## config.mk

```make
export PLATFORM = sky130hd
export DESIGN_NAME = serial_subtractor
export DESIGN_NICKNAME = d
export VERILOG_FILES = /design/src/rtl/serial_subtractor.sv
export SDC_FILE = /design/constraint.sdc
export NUM_CORES = 1
export LEC_CHECK = 0
export ABC_AREA = 1
export BUFFER_PORTS_ARGS = -buffer_cell sky130_fd_sc_hd__buf_2
export CORE_ASPECT_RATIO = 1.5
export CORE_MARGIN = 2
export CORE_UTILIZATION = 30
export CTS_BUF_LIST = sky130_fd_sc_hd__clkbuf_8
export CTS_CLUSTER_DIAMETER = 120
export DETAILED_ROUTE_END_ITERATION = 7
export PLACE_DENSITY_LB_ADDON = 0.1
export SLEW_MARGIN = 20
export SYNTH_ARGS = -nofsm -noshare
export SYNTH_HDL_FRONTEND = slang
export SYNTH_SLANG_ARGS = --single-unit
```

## constraint.sdc

```tcl
create_clock -name clk -period 1.05 [get_ports clk]
set_input_delay 0.105 -clock clk [delete_from_list [all_inputs] [get_ports clk]]
set_output_delay 0.105 -clock clk [all_outputs]
set_load 0.02 [all_outputs]
```

## src/rtl/serial_subtractor.sv

```systemverilog
// serial_subtractor
//   Bit-serial subtractor: diff = a - b - bin (modulo 2^WIDTH), LSB first,
//   one bit per clock through a single full-subtractor cell with a registered
//   borrow. Handshake is start / busy / done.
//
//   Optional feature macro: SERIAL_SUB_OVF_EN adds the signed-overflow
//   output ovf_o and the sign-capture registers behind it.
//
// Ports
//   clk      in   1      rising-edge clock
//   rst_n    in   1      asynchronous, active-low reset
//   start_i  in   1      request; sampled only in IDLE
//   a_i      in   WIDTH  minuend, captured on the accepted start edge
//   b_i      in   WIDTH  subtrahend, captured on the accepted start edge
//   bin_i    in   1      borrow-in, captured on the accepted start edge
//   busy_o   out  1      high while bits are being processed (SHIFT)
//   done_o   out  1      one-cycle completion pulse
//   diff_o   out  WIDTH  last completed result
//   bout_o   out  1      final borrow-out, held with diff_o
//   ovf_o    out  1      signed overflow (only with SERIAL_SUB_OVF_EN)
//
// state | meaning
// ------+--------------------------------------------------------------
// IDLE  | waiting for start_i; operands captured on the accepting edge
// SHIFT | one result bit per cycle, WIDTH cycles, busy_o high
// DONE  | done_o high for this single cycle, then back to IDLE

module serial_subtractor #(
  parameter int WIDTH = 8
) (
  input  logic             clk,
  input  logic             rst_n,
  input  logic             start_i,
  input  logic [WIDTH-1:0] a_i,
  input  logic [WIDTH-1:0] b_i,
  input  logic             bin_i,
  output logic             busy_o,
  output logic             done_o,
  output logic [WIDTH-1:0] diff_o,
  output logic             bout_o
`ifdef SERIAL_SUB_OVF_EN
 ,output logic             ovf_o
`endif
);

  localparam int CNT_W = $clog2(WIDTH + 1);
  localparam logic [CNT_W-1:0] CNT_LAST = CNT_W'(WIDTH - 1);

  typedef enum logic [1:0] {
    S_IDLE,
    S_SHIFT,
    S_DONE
  } state_t;

  state_t           state_q;
  logic [WIDTH-1:0] a_sr_q;
  logic [WIDTH-1:0] b_sr_q;
  logic [WIDTH-1:0] work_q;
  logic [CNT_W-1:0] cnt_q;
  logic             br_q;
  logic             busy_q;
  logic             done_q;
  logic [WIDTH-1:0] diff_q;
  logic             bout_q;

  logic             diff_bit;
  logic             br_d;
  logic [WIDTH-1:0] work_d;

  // Full-subtractor cell on the current LSBs; work_d shifts the new bit in
  // at the MSB so that after WIDTH steps bit 0 of the result sits at bit 0.
  always_comb begin
    diff_bit = a_sr_q[0] ^ b_sr_q[0] ^ br_q;
    br_d     = (~a_sr_q[0] & b_sr_q[0]) | (~(a_sr_q[0] ^ b_sr_q[0]) & br_q);
    work_d   = (work_q >> 1) | (WIDTH'(diff_bit) << (WIDTH - 1));
  end

`ifdef SERIAL_SUB_OVF_EN
  // a_sr/b_sr are consumed by the shift, so the operand signs are kept apart.
  logic sa_q;
  logic sb_q;
  logic ovf_q;
  logic ovf_d;

  always_comb begin
    ovf_d = (sa_q ^ sb_q) & (work_d[WIDTH-1] ^ sa_q);
  end

  always_ff @(posedge clk or negedge rst_n) begin
    if (!rst_n) begin
      sa_q  <= 1'b0;
      sb_q  <= 1'b0;
      ovf_q <= 1'b0;
    end else begin
      if (state_q == S_IDLE && start_i) begin
        sa_q <= a_i[WIDTH-1];
        sb_q <= b_i[WIDTH-1];
      end
      if (state_q == S_SHIFT && cnt_q == CNT_LAST) begin
        ovf_q <= ovf_d;
      end
    end
  end

  assign ovf_o = ovf_q;
`endif

  always_ff @(posedge clk or negedge rst_n) begin
    if (!rst_n) begin
      state_q <= S_IDLE;
      a_sr_q  <= '0;
      b_sr_q  <= '0;
      work_q  <= '0;
      cnt_q   <= '0;
      br_q    <= 1'b0;
      busy_q  <= 1'b0;
      done_q  <= 1'b0;
      diff_q  <= '0;
      bout_q  <= 1'b0;
    end else begin
      case (state_q)
        S_IDLE: begin
          done_q <= 1'b0;
          if (start_i) begin
            a_sr_q  <= a_i;
            b_sr_q  <= b_i;
            br_q    <= bin_i;
            cnt_q   <= '0;
            busy_q  <= 1'b1;
            state_q <= S_SHIFT;
          end
        end
        S_SHIFT: begin
          a_sr_q <= a_sr_q >> 1;
          b_sr_q <= b_sr_q >> 1;
          work_q <= work_d;
          br_q   <= br_d;
          cnt_q  <= cnt_q + CNT_W'(1);
          if (cnt_q == CNT_LAST) begin
            diff_q  <= work_d;
            bout_q  <= br_d;
            busy_q  <= 1'b0;
            done_q  <= 1'b1;
            state_q <= S_DONE;
          end
        end
        S_DONE: begin
          done_q  <= 1'b0;
          state_q <= S_IDLE;
        end
        default: begin
          busy_q  <= 1'b0;
          done_q  <= 1'b0;
          state_q <= S_IDLE;
        end
      endcase
    end
  end

  assign busy_o = busy_q;
  assign done_o = done_q;
  assign diff_o = diff_q;
  assign bout_o = bout_q;

endmodule

```

==> flow_summary_export.csv <==
group,metric,value,unit
placement,dpl.cell_count,313,
drt,drc,0,
drt,firstDrtPassIters,4,
clock_network,cts_max_level,2,
logic_synthesis,syn_area,0.001804,mm^2
logic_synthesis,synthFlopType,"dfrtp_1",
placement,place_congestion,0.6927,
power_and_ir_drop,power.density,2881,mW/mm^2
critical_path,r2r_setup_slack,-100,ps
drt,routedWlPerCell,12.93,um
sta,slew_headroom,0.8450,
drt,dr_total_vias,1577,
layout,area_growth,55.76,%
status,status,"finished with violations",
clock_network,cts-root-buf,"clkbuf_8",
floorplan,start_util,0.3096,
floorplan,num_rows,34,
placement,port_buffers,30,
drt,viasPerCell,4.693,
layout,antenna_cells,0,
drt,drt_iter0_markers,54,
critical_path,start_kind,"register",
layout,layout_commonest_cell,"nand2_1",
drt,wl,4344,um
layout,final_cell_mix,"nand2_1, dfrtp_1, nand3_2, buf_2, nand2_4",
critical_path,worstSetupEndpointType,"register",
sta,finalCritPeriodShare,1.092,
clock_network,clk_latency,290,ps
sta,finalCriticalPeriod,1147,ps
logic_synthesis,yosysSeqAreaShare,0.5687,
drt,ant_nets,0,
floorplan,die_x,67.32,um
sta,rsz0062_at_grt,"yes",
layout,layout.cells.non_filler,336,
sta,layout_setup_ws,-96.58,ps
global_route,grt_pass1_vias,1541,
worst_hold_path,hp-class,"input pin to register",
worst_hold_path,hp-start,"b_i[5]",
critical_path,reg2reg_from,"b_sr_q[0]",
floorplan,pin_count,31,
sta,setup_violations,33,
global_route,gr-total-overflow,0,
critical_path,crit_type,"register to register",
critical_path,crit_fanout,2,
layout,utilization,0.4822,
critical_path,critPathRequiredTime,1280,ps
logic_synthesis,ys_ff_latch,41,
placement,place_hpwl,2673,um
clock_network,cts_tree,"done",
status,violations,"negative setup slack",
sta,fin_skew,11.57,ps
clock_network,clk_pin_slew,90,ps
global_route,antenna_found_initial,0,
sta,drv_slew,0,
layout,nets,285,
sta,final-hold-violation-count,0,
global_route,grt_first_pass_wirelength,7148,um
logic_synthesis,synth.net_count,228,
sta,worstMarginPinSlew,232.6,ps
power_and_ir_drop,ir_drop,1.120,mV
critical_path,r2r_end,"work_q[7]",
clock_network,numCtsBuffers,5,
logic_synthesis,avgSynthCellArea,8.758,um^2
logic_synthesis,async_reset_ff_frac,1.000,
global_route,grt_use_total,0.1406,
logic_synthesis,ys_warn_count,0,
layout,drive_gt1_frac,0.5265,
critical_path,worstPathArrival,1380,ps
clock_network,clock_path_buffers,2,
worst_hold_path,whs_path_depth,3,
floorplan,dieArea,0.006663,mm^2
sta,fmax,0.8722,GHz
power_and_ir_drop,leakagePower,1.512,nW
logic_synthesis,ys_types,19,
clock_network,clock-sinks,41,
logic_synthesis,synth_edf_count,0,
placement,place_area,0.002138,mm^2
floorplan,core_area,0.005828,mm^2
layout,final.fill_count,573,
layout,final_area,0.002810,mm^2
worst_hold_path,min_to,"b_sr_q[5]",
critical_path,r2r_cells,4,
floorplan,floorplan.die.height,98.98,um
global_route,grt_max_degree,42,
logic_synthesis,syn_inst,206,
flow_run,maxCapViolCount,0,
## registers in the layout (all words and copies together), names as in the netlist
signal   cells
busy_o       1
diff_o       8
done_o       1
br_q         1
work_q       7
a_sr_q       8
cnt_q        4
bout_o       1
state_q      2
b_sr_q       8
## area by class of cell
cell class	instances	area [um^2]	area share
Clock buffer	6	82.58	0.02939
Sequential cell	41	1026	0.3651
Multi-Input combinational cell	142	1010	0.3593
Timing Repair Buffer	60	516.7	0.1839
Tap cell	72	90.09	0.03206
Inverter	13	51.30	0.01825
Clock inverter	2	33.78	0.01202
## per-layer routing
metal  part of all wire  vias to the layer above  routed length (um)  global-route usage
met1               0.41                      773                1777              0.1706
li1                   -                      776                   -                   -
met5                  0                        -                   0                   0
met2               0.55                       24                2379              0.2391
met3              0.033                        4                 143             0.03653
met4              0.010                        0                  44             0.04239
## worst max path at each step
stage	cells past startpoint	startpoint	endpoint	slack, ps
3_5_place_dp	4	br_q	diff_o[7]	-100
5_1_grt	6	cnt_q[0]	diff_o[5]	-160
6_report	4	b_sr_q[0]	work_q[7]	-100
3_3_place_gp	4	br_q	diff_o[7]	-100
4_1_cts	4	b_sr_q[0]	work_q[7]	-100
2_1_floorplan	6	cnt_q[0]	bout_o	-60
## kinds of logic after synthesis
| logic type | Yosys count | synth area share |
|---|---|---|
| buffers and inverters | 23 | 0.07351 |
| adders and majority gates | 2 | 0.01803 |
| DFF | 41 | 0.5687 |
| AOI/OAI and AO/OA | 8 | 0.02219 |
| and+or+nand+nor | 132 | 0.3176 |
## power by group
| group | leakage [nW] | switching, mW | internal [mW] |
|---|---|---|---|
| clock | 0.0626 | 0.564 | 0.767 |
| sequential | 0.526 | 0.442 | 2.24 |
| combinational | 0.923 | 2.15 | 1.94 |
| total | 1.51 | 3.15 | 4.95 |
## worst max-delay path, cell delays in order, from the launching register on
cell	delay, ps
dfrtp_1	360
inv_2	50
fa_2	570
nand2_1	50
o21ai_1	60
## synth_stat cells (3+ instances only)
cell type	instances	area [um^2]
nor2_1	4	15.01
inv_1	10	37.54
inv_2	3	11.26
o21ai_0	6	30.03
buf_2	4	20.02
nand3_1	47	235.2
dfrtp_1	41	1026
buf_6	5	56.30
nand2_1	76	285.3
## per-stage QoR
| stage | hold WS, ps | total power, mW | worst slack (ps) | setup TNS (ps) |
|---|---|---|---|---|
| CTS | 3.824 | 7.346 | -95.25 | -1113 |
| global placement | 103.7 | 5.383 | -98.73 | -1568 |
| finish | 20.17 | 8.097 | -96.58 | -1635 |
| global route | 5.673 | 8.747 | -159.4 | -4119 |
| floorplan | -190.6 | 4.457 | -57.27 | -538.9 |
| detailed placement | 102.2 | 5.406 | -104.3 | -1663 |
## repair_timing
action | in CTS | in global routing
buffers inserted | 8 | 2
pin swaps | 4 | 17
hold buffers | 1 | 0
resized for setup | 16 | 87
setup endpoints to repair | 37 | 39
endpoints found under the hold margin | 41 | 0
gates cloned | 2 | 2
Power figures use the tool's default switching activity.
